**src/rtl/flash_pic_loader.sv**
```systemverilog
// -----------------------------------------------------------------------------
// flash_pic_loader
//   Fetches one frame of RGB565 pixels from SPI flash (mode 0) with a single
//   continuous READ and streams them as 16-bit words into the SDRAM write path.
//
//   Build option: define FLASH_FAST_READ_EN to use FAST READ (0x0B) with a
//   40-bit header {0x0B, START_ADDR, 8'h00 dummy}. Default is READ (0x03) with
//   a 32-bit header {0x03, START_ADDR}.
//
//   Ports:
//     clk, rst            system clock, synchronous active-high reset
//     sdram_init_done     level; the transfer starts the first cycle it is seen
//     flash_clk/cs        SPI SCK (idle low) and active-low chip select
//     flash_datain        MOSI, changes only when SCK falls
//     flash_dataout       MISO, sampled on the cycle SCK rises
//     mydata_o/myvalid_o  packed word plus one-cycle strobe; no backpressure,
//                         the consumer must take every strobed word
//     frame_write_done    sticky once every word has been emitted
//     busy                high while the flash transaction is in progress
// -----------------------------------------------------------------------------
module flash_pic_loader #(
   parameter logic [23:0] START_ADDR = 24'h000000,
   parameter int unsigned WORD_CNT   = 130560,
   parameter int unsigned CLK_DIV    = 1
) (
   input  logic        clk,
   input  logic        rst,
   input  logic        sdram_init_done,
   output logic        flash_clk,
   output logic        flash_cs,
   output logic        flash_datain,
   input  logic        flash_dataout,
   output logic [15:0] mydata_o,
   output logic        myvalid_o,
   output logic        frame_write_done,
   output logic        busy
);

`ifdef FLASH_FAST_READ_EN
   localparam int unsigned HDR_BITS = 40;
   localparam logic [HDR_BITS-1:0] HDR_WORD = {8'h0B, START_ADDR, 8'h00};
`else
   localparam int unsigned HDR_BITS = 32;
   localparam logic [HDR_BITS-1:0] HDR_WORD = {8'h03, START_ADDR};
`endif

   localparam int unsigned WCNT_W = ($clog2(WORD_CNT + 1) > 18) ? $clog2(WORD_CNT + 1) : 18;
   localparam int unsigned DIV_W  = ($clog2(CLK_DIV) > 0) ? $clog2(CLK_DIV) : 1;
   localparam logic [DIV_W-1:0]  DIV_LAST  = DIV_W'(CLK_DIV - 1);
   localparam logic [WCNT_W-1:0] WCNT_LAST = WCNT_W'(WORD_CNT);
   localparam logic [5:0]        HDR_LAST  = 6'(HDR_BITS);

   typedef enum logic [2:0] {
      IDLE     = 3'd0,
      CS_SETUP = 3'd1,
      CMD      = 3'd2,
      DATA     = 3'd3,
      DONE     = 3'd4
   } state_t;

   state_t              state_q, state_d;
   logic [DIV_W-1:0]    div_q, div_d;
   logic                sck_q, sck_d;
   logic                cs_q, cs_d;
   logic                mosi_q, mosi_d;
   logic [HDR_BITS-1:0] hdr_q, hdr_d;
   logic [5:0]          bit_q, bit_d;
   logic [15:0]         rx_q, rx_d;
   logic                pend_q, pend_d;
   logic [15:0]         data_q, data_d;
   logic                valid_q, valid_d;
   logic [WCNT_W-1:0]   wcnt_q, wcnt_d;
   logic                done_q, done_d;
   logic                busy_q, busy_d;

   logic tick, rise_evt, fall_evt;

   always_comb begin
      state_d  = state_q;
      div_d    = div_q;
      sck_d    = sck_q;
      cs_d     = cs_q;
      mosi_d   = mosi_q;
      hdr_d    = hdr_q;
      bit_d    = bit_q;
      rx_d     = rx_q;
      pend_d   = 1'b0;
      data_d   = data_q;
      valid_d  = 1'b0;
      wcnt_d   = wcnt_q;
      done_d   = done_q;

      // An SCK half-period ends on the last divider count; the edge it produces
      // is a rising event when SCK is currently low, a falling one otherwise.
      tick     = (div_q == DIV_LAST);
      rise_evt = tick && !sck_q;
      fall_evt = tick && sck_q;

      case (state_q)
         IDLE: begin
            if (sdram_init_done) begin
               state_d = CS_SETUP;
               cs_d    = 1'b0;
               mosi_d  = HDR_WORD[HDR_BITS-1];
               hdr_d   = HDR_WORD;
               div_d   = '0;
               bit_d   = '0;
            end
         end

         CS_SETUP: begin
            if (tick) begin
               state_d = CMD;
               div_d   = '0;
            end else begin
               div_d = div_q + 1'b1;
            end
         end

         CMD: begin
            div_d = tick ? '0 : div_q + 1'b1;
            if (tick) sck_d = !sck_q;
            if (rise_evt) bit_d = bit_q + 1'b1;
            if (fall_evt) begin
               // bit_q counts header bits already clocked into the flash.
               if (bit_q == HDR_LAST) begin
                  state_d = DATA;
                  mosi_d  = 1'b0;
                  bit_d   = '0;
               end else begin
                  hdr_d  = hdr_q << 1;
                  mosi_d = hdr_q[HDR_BITS-2];
               end
            end
         end

         DATA: begin
            // Word assembled on the previous cycle's rising event goes out now.
            if (pend_q) begin
               data_d  = rx_q;
               valid_d = 1'b1;
               wcnt_d  = wcnt_q + 1'b1;
            end
            // Once the last word is out, finish as soon as SCK is low again,
            // without starting another SCK pulse.
            if ((wcnt_q == WCNT_LAST) && (!sck_q || fall_evt)) begin
               state_d = DONE;
               cs_d    = 1'b1;
               sck_d   = 1'b0;
               done_d  = 1'b1;
               div_d   = '0;
            end else begin
               div_d = tick ? '0 : div_q + 1'b1;
               if (tick) sck_d = !sck_q;
               if (rise_evt) begin
                  rx_d = {rx_q[14:0], flash_dataout};
                  if (bit_q == 6'd15) begin
                     bit_d  = '0;
                     pend_d = 1'b1;
                  end else begin
                     bit_d = bit_q + 1'b1;
                  end
               end
            end
         end

         DONE: begin
         end

         default: state_d = IDLE;
      endcase

      busy_d = (state_d == CS_SETUP) || (state_d == CMD) || (state_d == DATA);
   end

   always_ff @(posedge clk) begin
      if (rst) begin
         state_q <= IDLE;
         div_q   <= '0;
         sck_q   <= 1'b0;
         cs_q    <= 1'b1;
         mosi_q  <= 1'b0;
         hdr_q   <= '0;
         bit_q   <= '0;
         rx_q    <= '0;
         pend_q  <= 1'b0;
         data_q  <= '0;
         valid_q <= 1'b0;
         wcnt_q  <= '0;
         done_q  <= 1'b0;
         busy_q  <= 1'b0;
      end else begin
         state_q <= state_d;
         div_q   <= div_d;
         sck_q   <= sck_d;
         cs_q    <= cs_d;
         mosi_q  <= mosi_d;
         hdr_q   <= hdr_d;
         bit_q   <= bit_d;
         rx_q    <= rx_d;
         pend_q  <= pend_d;
         data_q  <= data_d;
         valid_q <= valid_d;
         wcnt_q  <= wcnt_d;
         done_q  <= done_d;
         busy_q  <= busy_d;
      end
   end

   assign flash_clk        = sck_q;
   assign flash_cs         = cs_q;
   assign flash_datain     = mosi_q;
   assign mydata_o         = data_q;
   assign myvalid_o        = valid_q;
   assign frame_write_done = done_q;
   assign busy             = busy_q;

endmodule

```
**config.mk**
```make
export PLATFORM = sky130hd
export DESIGN_NAME = flash_pic_loader
export DESIGN_NICKNAME = d
export VERILOG_FILES = /design/src/rtl/flash_pic_loader.sv
export SDC_FILE = /design/constraint.sdc
export NUM_CORES = 1
export LEC_CHECK = 0
export ABC_CLOCK_PERIOD_IN_PS = 2130
export BUFFER_PORTS_ARGS = -buffer_cell sky130_fd_sc_hd__buf_2
export CELL_PAD_IN_SITES_DETAIL_PLACEMENT = 0
export CELL_PAD_IN_SITES_GLOBAL_PLACEMENT = 1
export CORE_UTILIZATION = 45
export CTS_BUF_LIST = sky130_fd_sc_hd__clkbuf_16
export DETAILED_ROUTE_END_ITERATION = 10
export PLACE_DENSITY_LB_ADDON = 0.12
export SLEW_MARGIN = 20
export SYNTH_ARGS = -nofsm -noshare
export SYNTH_HDL_FRONTEND = slang
export SYNTH_SLANG_ARGS = --single-unit
```
**constraint.sdc**
```tcl
create_clock -name clk -period 2.13 [get_ports clk]
set_clock_uncertainty 0.05 [all_clocks]
set_input_delay 0.3195 -clock clk [delete_from_list [all_inputs] [get_ports clk]]
set_output_delay 0.3195 -clock clk [all_outputs]
set_load 0.01 [all_outputs]
```
==> out/metrics.cfg, run 1 <==
[run_status]
run_status = complete, no violations

[die]
die_height_um = 85.5
placeableCoreArea_mm2 = 0.00676
initial_core_util = 0.464
io_pins = 26
die_w_um = 85.5
area_of_the_die_mm2 = 0.00730
num_rows = 30

[critical_path]
critPathTopFamily = simple AND/OR/NAND/NOR gates
crit_path_cell_trace = inv_1 > ha_1 > and4bb_2 > nand3_1 > o21ai_1 > and3b_1 > a211o_1
timing.critical_path.to_type = flop
critical_path.startpoint_type = flop
cp_slowest_cell = dfxtp_1
timing.critical_path.fanout_max = 4
crit_buf_inv = 1
cp_slowest_stage_delay_ps = 370
setup.worst_path.class = flop to flop
worst_ep_arrival_time_ps = 2050
crit_required_ps = 2300

[finish]
final_area_mm2 = 0.00361
count_of_fill_cells_added_during_filler_insertion = 657
areaGrowthSynthToFinish_pct = 15.0
multiInputGateArea_mm2 = 0.00154
num-nets-final = 391
drive_above_1_share = 0.152
n_antenna_cell = 0
layout.area.seq_mm2 = 0.00146

[yosys]
synth.cell_area_mm2 = 0.00313
post_synth_num_cell_types = 51
seq_area_frac_synth = 0.466
synth_top_cell_by_area = dfxtp_1
ys.flop_type = dfxtp_1
synth.top_cell.area_share = 0.466
synth_common_cells = 73 x dfxtp_1, 55 x nand2_1, 47 x nor2_1, 31 x a21oi_1, 20 x nand3_1
postSynthAreaPerCell_um2 = 8.73
synth_register_bits = 73
number_of_flops_mapped_to_enable_cells_by_yosys = 0
mapped_nets = 367
netlist_top_cells_area = dfxtp_1 47%, nand2_1 6.6%, nor2_1 5.6%
synth_cells = 359
yosysWarningCount = 0
post-synth-top-count-cell = dfxtp_1
asyncSetResetFlopFracSynth = 0

[routing]
routed_wire_length_mm = 6.05
detailedRoute.firstIterationViolations = 91
drc = 0
via_count = 2498
detail-route-antenna-nets = 0
routedWlPerCell_um = 12.9
drt-pass1-iter-count = 4
avgViaCountPerCell = 5.34

[timing]
timing_hold_violations_final = 0
setup_repair_after_global_routing_missed_its_margin = no
finalWorstPathRequiredPeriod_ps = 1880
slew_violations = 0
fmax_mhz = 532
tns_ps = 0
finalSetupViolCount = 0
maxSlewHeadroom = 0.629
period_share = 0.882
tightestPinTransition_ps = 557

[placed_design]
placed_area_mm2 = 0.00332
numPortBuffers = 25
dp.final_hpwl_mm = 4.04
gp_congestion = 0.767

[clock_network]
htreeDepth = 3
cts-buffers-inserted = 9
post-cts-setup-buffer-count = 0
worst_setup_hold_path_clk_slew_ps = 60
cts.path.max_buffers = 2
clock_insertion_delay_worst_skew_ps = 330
cts_tree = yes
sink_count_of_the_clock_tree = 73
cts_repair_resize_count = 0
postCtsHoldBufs = 0
clk_root_buffer_cell = clkbuf_16

[grt]
number_of_global_route_vias_before_repair = 2341
track_usage = 0.179
wire_length_of_the_first_global_routing_pass_mm = 10.4
largest_net_degree_at_the_start_of_global_routing = 54
antenna_found_initial = 0
grt_overflow = 0

[job]
max_cap_violations = 0

[power_and_ir_drop]
peakVddDrop_mv = 0.494
p_leak_nw = 1.47
power_mw = 2.96
power.density_cell_area_mw_per_mm2 = 821

[hold_path]
hold_path_class = primary input to flop

## stage by stage
| stage | utilization | setup slack, ps | hold WS [ps] | instances |
|---|---|---|---|---|
| 4_1_cts | 0.534 | 240 | 175 | 468 |
| 3_5_place_dp | 0.491 | 244 | 395 | 452 |
| 3_3_place_gp | 0.491 | 269 | 392 | 452 |
| 6_report | 0.534 | 251 | 180 | 468 |
| 5_1_grt | 0.534 | 115 | 192 | 468 |
| 2_1_floorplan | - | 399 | 382 | 359 |
## cells in the final DEF (no fill, tap or decap), types with 2 or more instances in the layout
| master | Yosys | layout |
|---|---|---|
| and2_1 | 4 | 4 |
| nand4b_1 | 2 | 2 |
| clkbuf_16 | 0 | 9 |
| nand2b_1 | 2 | 2 |
| o21a_1 | 2 | 2 |
| nand4_1 | 7 | 7 |
| a211o_1 | 3 | 3 |
| nor3_1 | 7 | 7 |
| a21oi_1 | 31 | 31 |
| nand3_1 | 20 | 20 |
| and3_1 | 4 | 4 |
| and4_1 | 2 | 2 |
| inv_1 | 8 | 8 |
| inv_6 | 0 | 2 |
| mux2i_1 | 16 | 16 |
| o21ai_1 | 2 | 2 |
| ha_1 | 4 | 4 |
| a22o_1 | 3 | 3 |
| xnor2_1 | 5 | 5 |
| buf_4 | 1 | 6 |
| nor2_1 | 47 | 47 |
| o21ai_0 | 5 | 5 |
| nor4_2 | 2 | 2 |
| dfxtp_1 | 73 | 73 |
| clkinv_4 | 0 | 3 |
| buf_2 | 7 | 25 |
| a32oi_1 | 3 | 3 |
| nand2_1 | 55 | 55 |
| xor2_1 | 9 | 9 |
| or3_1 | 3 | 3 |
## worst reg2reg max path, cell delays in order, from the launching register on
cell and delay [ps]:
dfxtp_1 370, inv_1 80, ha_1 200, and4bb_2 220, nand3_1 170, o21ai_1 150, and3b_1 240, a211o_1 290
## final timing paths
check                              startpoint           to  slack (ps)  cells past startpoint
worst max-delay path                wcnt_q[0]     bit_q[2]         250                      7
worst min-delay path            flash_dataout      rx_q[0]         180                      3
worst max register to register      wcnt_q[0]     bit_q[2]         250                      7
worst min register to register    mydata_o[8]  mydata_o[8]         400                      2
## cells by family after synthesis
group | share of synthesized area
flops | 0.466
compound gates | 0.122
buf+inv | 0.0435
simple gates | 0.262
fa+ha+maj | 0.0160
xor+xnor | 0.0391
mux | 0.0511
## flip-flops by register name, summed over array words and instances, names as in the netlist
signal	flops
rx_q	16
myvalid_o	1
frame_write_done	1
flash_cs	1
flash_datain	1
busy	1
flash_clk	1
mydata_o	16
hdr_q	7
wcnt_q	18
pend_q	1
bit_q	6
state_q	3
## area by class of cell
class,count,area share
sequential,73,0.405
timing repair buffer,32,0.0527
clock buffer,9,0.0625
multi-input combinational,259,0.426
inverter,8,0.00833
clock inverter,7,0.0173
tap,80,0.0278
## layer usage
metal  wire length [µm]  track usage  vias up  part of all wire
met1               3020        0.227     1160              0.50
met5                  0            0        -                 0
met3                191       0.0477        6             0.032
met2               2780        0.291       40              0.46
met4                 56       0.0667        0            0.0093
li1                   -            -     1292                 -
## report_power, final
part | switching [mW] | internal (mW)
combinational | 0.0815 | 0.0473
sequential | 0.0172 | 1.38
clock | 0.623 | 0.810
(Power assumes the default switching activity.)
==> inputs of run 2 (changes only) <==
--- a/config.mk
+++ b/config.mk
@@ -5,13 +5,15 @@
 export SDC_FILE = /design/constraint.sdc
 export NUM_CORES = 1
 export LEC_CHECK = 0
-export ABC_CLOCK_PERIOD_IN_PS = 2130
+export ABC_CLOCK_PERIOD_IN_PS = 2300
 export BUFFER_PORTS_ARGS = -buffer_cell sky130_fd_sc_hd__buf_2
+export CAP_MARGIN = 20
 export CELL_PAD_IN_SITES_DETAIL_PLACEMENT = 0
 export CELL_PAD_IN_SITES_GLOBAL_PLACEMENT = 1
-export CORE_UTILIZATION = 45
+export CORE_UTILIZATION = 48
 export CTS_BUF_LIST = sky130_fd_sc_hd__clkbuf_16
 export DETAILED_ROUTE_END_ITERATION = 10
+export GPL_TIMING_DRIVEN = 0
 export PLACE_DENSITY_LB_ADDON = 0.12
 export SLEW_MARGIN = 20
 export SYNTH_ARGS = -nofsm -noshare
==> constraint.sdc (replaced) <==
create_clock -name clk -period 2.3 [get_ports clk]
set_clock_uncertainty 0.05 [all_clocks]
set_input_delay 0.345 -clock clk [delete_from_list [all_inputs] [get_ports clk]]
set_output_delay 0.345 -clock clk [all_outputs]
set_load 0.01 [all_outputs]
==> run 2 against run 1 <==
- sequential power decreased by 8%
- critical path depth rose by 2
- combinational power hardly changed
==> out/metrics.cfg, run 2 (synthesis gave the netlist of run 1 again) <==
[finish]
post_route_non_filler_standard_cell_count = 476  ; was 468
mostFrequentLayoutCell = dfxtp_1  ; unchanged
max_flop_register = wcnt_q  ; unchanged
num-nets-final = 402  ; was 391
largest_register_ff_count = 18  ; unchanged
layout_common_cells = 73 x dfxtp_1, 55 x nand2_1, 47 x nor2_1  ; unchanged
areaGrowthSynthToFinish_pct = 17.1  ; was 15.0%
n_antenna_cell = 0  ; unchanged
count_of_fill_cells_added_during_filler_insertion = 619  ; was 657
final_area_mm2 = 0.00367  ; was 0.00361 mm²
drive_above_1_share = 0.153  ; was 0.152

[job]
max_cap_violations = 0  ; unchanged

[critical_path]
rr_worst_depth = 9  ; was 7
critical-path-top-cell-by-count = buf_6
timing.critical_path.fanout_max = 10  ; was 4
crit_buf_inv = 3  ; was 1
timing.critical_path.to_type = flop  ; unchanged
crit_required_ps = 2450  ; was 2300 ps
crit_cells = 9  ; was 7
critical_path.startpoint_type = flop  ; unchanged
crit_path_cell_trace = inv_1 > ha_1 > and4bb_2 > nand3_1 > o211ai_2 > buf_6 > buf_6 > mux2i_1 > nor2_1  ; was inv_1 > ha_1 > and4bb_2 > nand3_1 > o21ai_1 > and3b_1 > a211o_1
cp_slowest_stage_delay_ps = 340  ; was 370 ps
setup.reg_to_reg.worst_slack_ps = 340  ; was 250 ps
r2r_end = rx_q[7]  ; was bit_q[2]
critPathTopFamily = buffers and inverters  ; was simple AND/OR/NAND/NOR gates
cp_slowest_cell = dfxtp_1  ; unchanged
worst_ep_arrival_time_ps = 2120  ; was 2050 ps
regToRegStartpoint = wcnt_q[0]  ; unchanged
setup.worst_path.class = flop to flop  ; unchanged

[routing]
detailedRoute.firstIterationViolations = 109  ; was 91
drt-pass1-iter-count = 4  ; unchanged
via_count = 2546  ; was 2498
routedWlPerCell_um = 13.7  ; was 12.9 µm
met2WireLength_mm = 3.02  ; was 2.78 mm
drc = 0  ; unchanged
routed_wire_length_mm = 6.50  ; was 6.05 mm
wl_met3_um = 184  ; was 191 µm
maxUsedRoutingLayer = met4  ; unchanged
detail-route-antenna-nets = 0  ; unchanged
avgViaCountPerCell = 5.35  ; was 5.34
met1Wirelength_mm = 3.18  ; was 3.02 mm

[timing]
finalWorstSetupSlack_ps = 337  ; was 251 ps
fmax_mhz = 510  ; was 532 MHz
slew_violations = 0  ; unchanged
timing_hold_violations_final = 0  ; unchanged
finalHoldWorstSlack_ps = 203  ; was 180 ps
finalWorstPathRequiredPeriod_ps = 1960  ; was 1880 ps
tns_ps = 0  ; unchanged
tightestPinTransition_ps = 486  ; was 557 ps
period_share = 0.853  ; was 0.882
maxSlewHeadroom = 0.676  ; was 0.629
setup_repair_after_global_routing_missed_its_margin = no  ; unchanged
finalSetupViolCount = 0  ; unchanged

[hold_path]
hold_path_depth = 3  ; unchanged
hold_path_startpoint = flash_dataout  ; unchanged
min_delay_worst_endpoint = rx_q[0]  ; unchanged
hold_path_class = primary input to flop  ; unchanged

[die]
io_pins = 26  ; unchanged
die_w_um = 82.8  ; was 85.5 µm
placeableCoreArea_mm2 = 0.00631  ; was 0.00676 mm²
num_rows = 29  ; was 30
die_height_um = 82.8  ; was 85.5 µm
initial_core_util = 0.496  ; was 0.464
area_of_the_die_mm2 = 0.00686  ; was 0.00730 mm²

[clock_network]
cts.path.max_buffers = 2  ; unchanged
sink_count_of_the_clock_tree = 73  ; unchanged
cts_repair_resize_count = 0  ; unchanged
post-cts-setup-buffer-count = 0  ; unchanged
postCtsHoldBufs = 0  ; unchanged
cts_tree = yes  ; unchanged
cts-buffers-inserted = 9  ; unchanged
clk_root_buffer_cell = clkbuf_16  ; unchanged
worst_setup_hold_path_clk_slew_ps = 60  ; about the same
clock_insertion_delay_worst_skew_ps = 330  ; about the same
htreeDepth = 3  ; unchanged

[placed_design]
placed_area_mm2 = 0.00335  ; was 0.00332 mm²
numPortBuffers = 24  ; was 25
dp.final_hpwl_mm = 4.51  ; was 4.04 mm
gp_congestion = 0.746  ; was 0.767
post_placement_cell_count = 460  ; was 452
pre_cts_ws_ps = 339  ; was 244 ps

[grt]
track_usage = 0.200  ; was 0.179
grt_overflow = 0  ; unchanged
wire_length_of_the_first_global_routing_pass_mm = 11.0  ; was 10.4 mm
number_of_global_route_vias_before_repair = 2367  ; was 2341
antenna_found_initial = 0  ; unchanged
largest_net_degree_at_the_start_of_global_routing = 14  ; was 54

[power_and_ir_drop]
peakVddDrop_mv = 0.497  ; was 0.494 mV
p_leak_nw = 1.51  ; was 1.47 nW
power.density_cell_area_mw_per_mm2 = 792  ; was 821 mW/mm²

[run_status]
run_status = complete, no violations  ; unchanged

run 2: changes by cell type in the layout (fill, tap and decap cells not counted), sizes merged:
cell and delta:
buf +4, bufinv +2, clkbuf +7, clkinv +2, clkinvlp -1, inv -3
run 2: worst min-delay path, cell delays in order:
cell     delay, ps
buf_2           70
mux2i_1         50
nor2_1          70
run 2: layout make-up:
cell class              instances  area [µm²]  area share
clock inverters                 7        95.1      0.0259
multi-input cells             259        1540       0.419
flip-flops and latches         73        1460       0.398
plain buffers                  19         106      0.0290
repair buffers                 24         120      0.0327
inverters                       8        30.0     0.00818
clock buffers                   9         225      0.0613
well taps                      77        96.3      0.0262
run 2: how the worst max path moves through the flow:
stage	start	to	slack (ps)
final	wcnt_q[0]	rx_q[7]	340
after global routing	state_q[0]	wcnt_q[14]	190
after CTS	wcnt_q[0]	rx_q[11]	330
after detailed placement	wcnt_q[0]	rx_q[11]	340
after global placement	wcnt_q[0]	rx_q[13]	380
after floorplan	wcnt_q[0]	rx_q[15]	570
run 2: power breakdown:
group	switching [mW]	total, mW	internal (mW)
combinational	0.0846	0.129	0.0440
clock	0.540	1.49	0.949
sequential	0.0122	1.29	1.28
total	0.637	2.91	2.27
run 2: per-layer routing:
metal / global-route usage / up-vias
met5: 0 / -
met4: 0.0956 / 0
met3: 0.0368 / 11
met2: 0.326 / 35
met1: 0.255 / 1187
li1: - / 1313
run 2: through the flow:
stage | utilization | power, mW
detailed placement | 0.531 | 1.45
CTS | 0.581 | 2.94
finish | 0.581 | 2.91
global route | 0.581 | 3.00
global placement | 0.531 | 1.44
floorplan | - | 1.41
==> inputs of run 3 (changes only) <==
--- a/config.mk
+++ b/config.mk
@@ -13,7 +13,6 @@
 export CORE_UTILIZATION = 48
 export CTS_BUF_LIST = sky130_fd_sc_hd__clkbuf_16
 export DETAILED_ROUTE_END_ITERATION = 10
-export GPL_TIMING_DRIVEN = 0
 export PLACE_DENSITY_LB_ADDON = 0.12
 export SLEW_MARGIN = 20
 export SYNTH_ARGS = -nofsm -noshare
==> run 3 against run 2 <==
- wire length decreased by 8.2%
- non-clock buffer count decreased by 12
- flip-flop and latch count unchanged
- final cell count decreased by 2.7%
- largest power group is now sequential cells
- highest routed layer unchanged
==> out/metrics.cfg, run 3 (synthesis gave the netlist of run 1 again) <==
[run_status]
run_status = complete, no violations  ; unchanged

[grt]
wire_length_of_the_first_global_routing_pass_mm = 10.4  ; was 11.0 mm
track_usage = 0.183  ; was 0.200
grtUsageMet2 = 0.292  ; was 0.326
number_of_global_route_vias_before_repair = 2261  ; was 2367
top_usage_layer = met2  ; unchanged
grt_util_met1 = 0.241  ; was 0.255
grt_overflow = 0  ; unchanged
antenna_found_initial = 0  ; unchanged
global_route.usage.met3 = 0.0338  ; was 0.0368
largest_net_degree_at_the_start_of_global_routing = 58  ; was 14

[timing]
setup_repair_after_global_routing_missed_its_margin = no  ; unchanged
slew_violations = 0  ; unchanged
finalWorstPathRequiredPeriod_ps = 1980  ; was 1960 ps
timing_hold_violations_final = 0  ; unchanged
maxSlewHeadroom = 0.608  ; was 0.676
finalWorstSetupSlack_ps = 319  ; was 337 ps
tns_ps = 0  ; unchanged
period_share = 0.861  ; was 0.853
finalSetupViolCount = 0  ; unchanged
tightestPinTransition_ps = 588  ; was 486 ps
fmax_mhz = 505  ; was 510 MHz

[clock_network]
htreeDepth = 3  ; unchanged
postCtsHoldBufs = 0  ; unchanged
cts_repair_resize_count = 0  ; unchanged
worst_setup_hold_path_clk_slew_ps = 60  ; about the same
clock_insertion_delay_worst_skew_ps = 320  ; was 330 ps
clk_root_buffer_cell = clkbuf_16  ; unchanged
cts_tree = yes  ; unchanged
sink_count_of_the_clock_tree = 73  ; unchanged
post-cts-setup-buffer-count = 0  ; unchanged
cts-buffers-inserted = 9  ; unchanged
cts.path.max_buffers = 2  ; unchanged

[finish]
mostFrequentLayoutCell = dfxtp_1  ; unchanged
drive_above_1_share = 0.145  ; was 0.153
num-nets-final = 390  ; was 402
layout_common_cells = 73 x dfxtp_1, 55 x nand2_1, 47 x nor2_1  ; unchanged
areaGrowthSynthToFinish_pct = 13.5  ; was 17.1%
largest_register_ff_count = 18  ; unchanged
n_antenna_cell = 0  ; unchanged
final_area_mm2 = 0.00356  ; was 0.00367 mm²
max_flop_register = wcnt_q  ; unchanged

[critical_path]
crit_path_cell_trace = inv_1 > ha_1 > and4bb_2 > nand3_1 > o211ai_2 > buf_4 > mux2i_1 > nor2_1  ; was inv_1 > ha_1 > and4bb_2 > nand3_1 > o211ai_2 > buf_6 > buf_6 > mux2i_1 > nor2_1
timing.critical_path.fanout_max = 17  ; was 10
critical_path.startpoint_type = flop  ; unchanged
cp_slowest_stage_delay_ps = 350  ; was 340 ps
worst_ep_arrival_time_ps = 2110  ; was 2120 ps
critPathTopFamily = simple AND/OR/NAND/NOR gates  ; was buffers and inverters
cp_slowest_cell = dfxtp_1  ; unchanged
crit_buf_inv = 2  ; was 3
setup.worst_path.class = flop to flop  ; unchanged
crit_required_ps = 2430  ; was 2450 ps
timing.critical_path.to_type = flop  ; unchanged

[placed_design]
gp_congestion = 0.744  ; was 0.746
placed_area_mm2 = 0.00329  ; was 0.00335 mm²
numPortBuffers = 25  ; was 24
dp.final_hpwl_mm = 3.95  ; was 4.51 mm
pre_cts_ws_ps = 388  ; was 339 ps

[die]
die_height_um = 82.8  ; unchanged
io_pins = 26  ; unchanged
num_rows = 29  ; unchanged
die_w_um = 82.8  ; unchanged
area_of_the_die_mm2 = 0.00686  ; unchanged
initial_core_util = 0.496  ; unchanged
placeableCoreArea_mm2 = 0.00631  ; unchanged

[power_and_ir_drop]
peakVddDrop_mv = 0.490  ; was 0.497 mV
power.density_cell_area_mw_per_mm2 = 741  ; was 792 mW/mm²
p_leak_nw = 1.44  ; was 1.51 nW

[routing]
drc = 0  ; unchanged
routedWlPerCell_um = 12.9  ; was 13.7 µm
avgViaCountPerCell = 5.30  ; was 5.35
drt-pass1-iter-count = 4  ; unchanged
via_count = 2452  ; was 2546
routed_wire_length_mm = 5.97  ; was 6.50 mm
detail-route-antenna-nets = 0  ; unchanged
detailedRoute.firstIterationViolations = 94  ; was 109

[job]
max_cap_violations = 0  ; unchanged

[hold_path]
hold_path_class = primary input to flop  ; unchanged

[run 3: area by class of cell]
class / instances / area (µm²)
clock buffers: 9 / 225
clock inverters: 6 / 36.3
fillers: 592 / 2760
inverters: 8 / 30.0
multi-input cells: 259 / 1540
flip-flops and latches: 73 / 1460
well taps: 77 / 96.3
repair buffers: 31 / 170
[run 3: worst paths after layout]
| kind | startpoint | to | slack [ps] | depth (start not counted) |
|---|---|---|---|---|
| max | wcnt_q[0] | rx_q[3] | 320 | 8 |
| min | flash_dataout | rx_q[0] | 230 | 3 |
| max reg2reg | wcnt_q[0] | rx_q[3] | 320 | 8 |
| min reg2reg | mydata_o[8] | mydata_o[8] | 400 | 2 |
[run 3: where the power goes]
group	switching, mW	total [mW]	internal, mW
clock	0.510	1.22	0.715
combinational	0.0714	0.113	0.0412
sequential	0.0186	1.30	1.28
total	0.600	2.63	2.03
[run 3: through the flow]
stage | util | hold slack [ps] | cells | power, mW
finish | 0.563 | 229 | 463 | 2.63
global route | 0.563 | 227 | 463 | 2.73
CTS | 0.563 | 221 | 463 | 2.67
detailed placement | 0.522 | 395 | 448 | 1.44
global placement | 0.522 | 392 | 448 | 1.44
floorplan | - | 382 | 359 | 1.41
[run 3: per-layer routing]
| metal | vias up | part of all wire |
|---|---|---|
| met5 | - | 0 |
| met2 | 28 | 0.44 |
| met4 | 0 | 0.014 |
| met1 | 1137 | 0.52 |
| li1 | 1279 | - |
| met3 | 8 | 0.022 |
[run 3: worst reg2reg max path, delay by kind of cell, from the launching register on]
family | cells | cell delay [ps]
AND/OR/NAND/NOR | 3 | 450
adder cells (fa/ha/maj) | 1 | 160
buffers and inverters | 2 | 400
flip-flops | 1 | 350
multiplexers | 1 | 260
AO/OA/AOI/OAI | 1 | 180
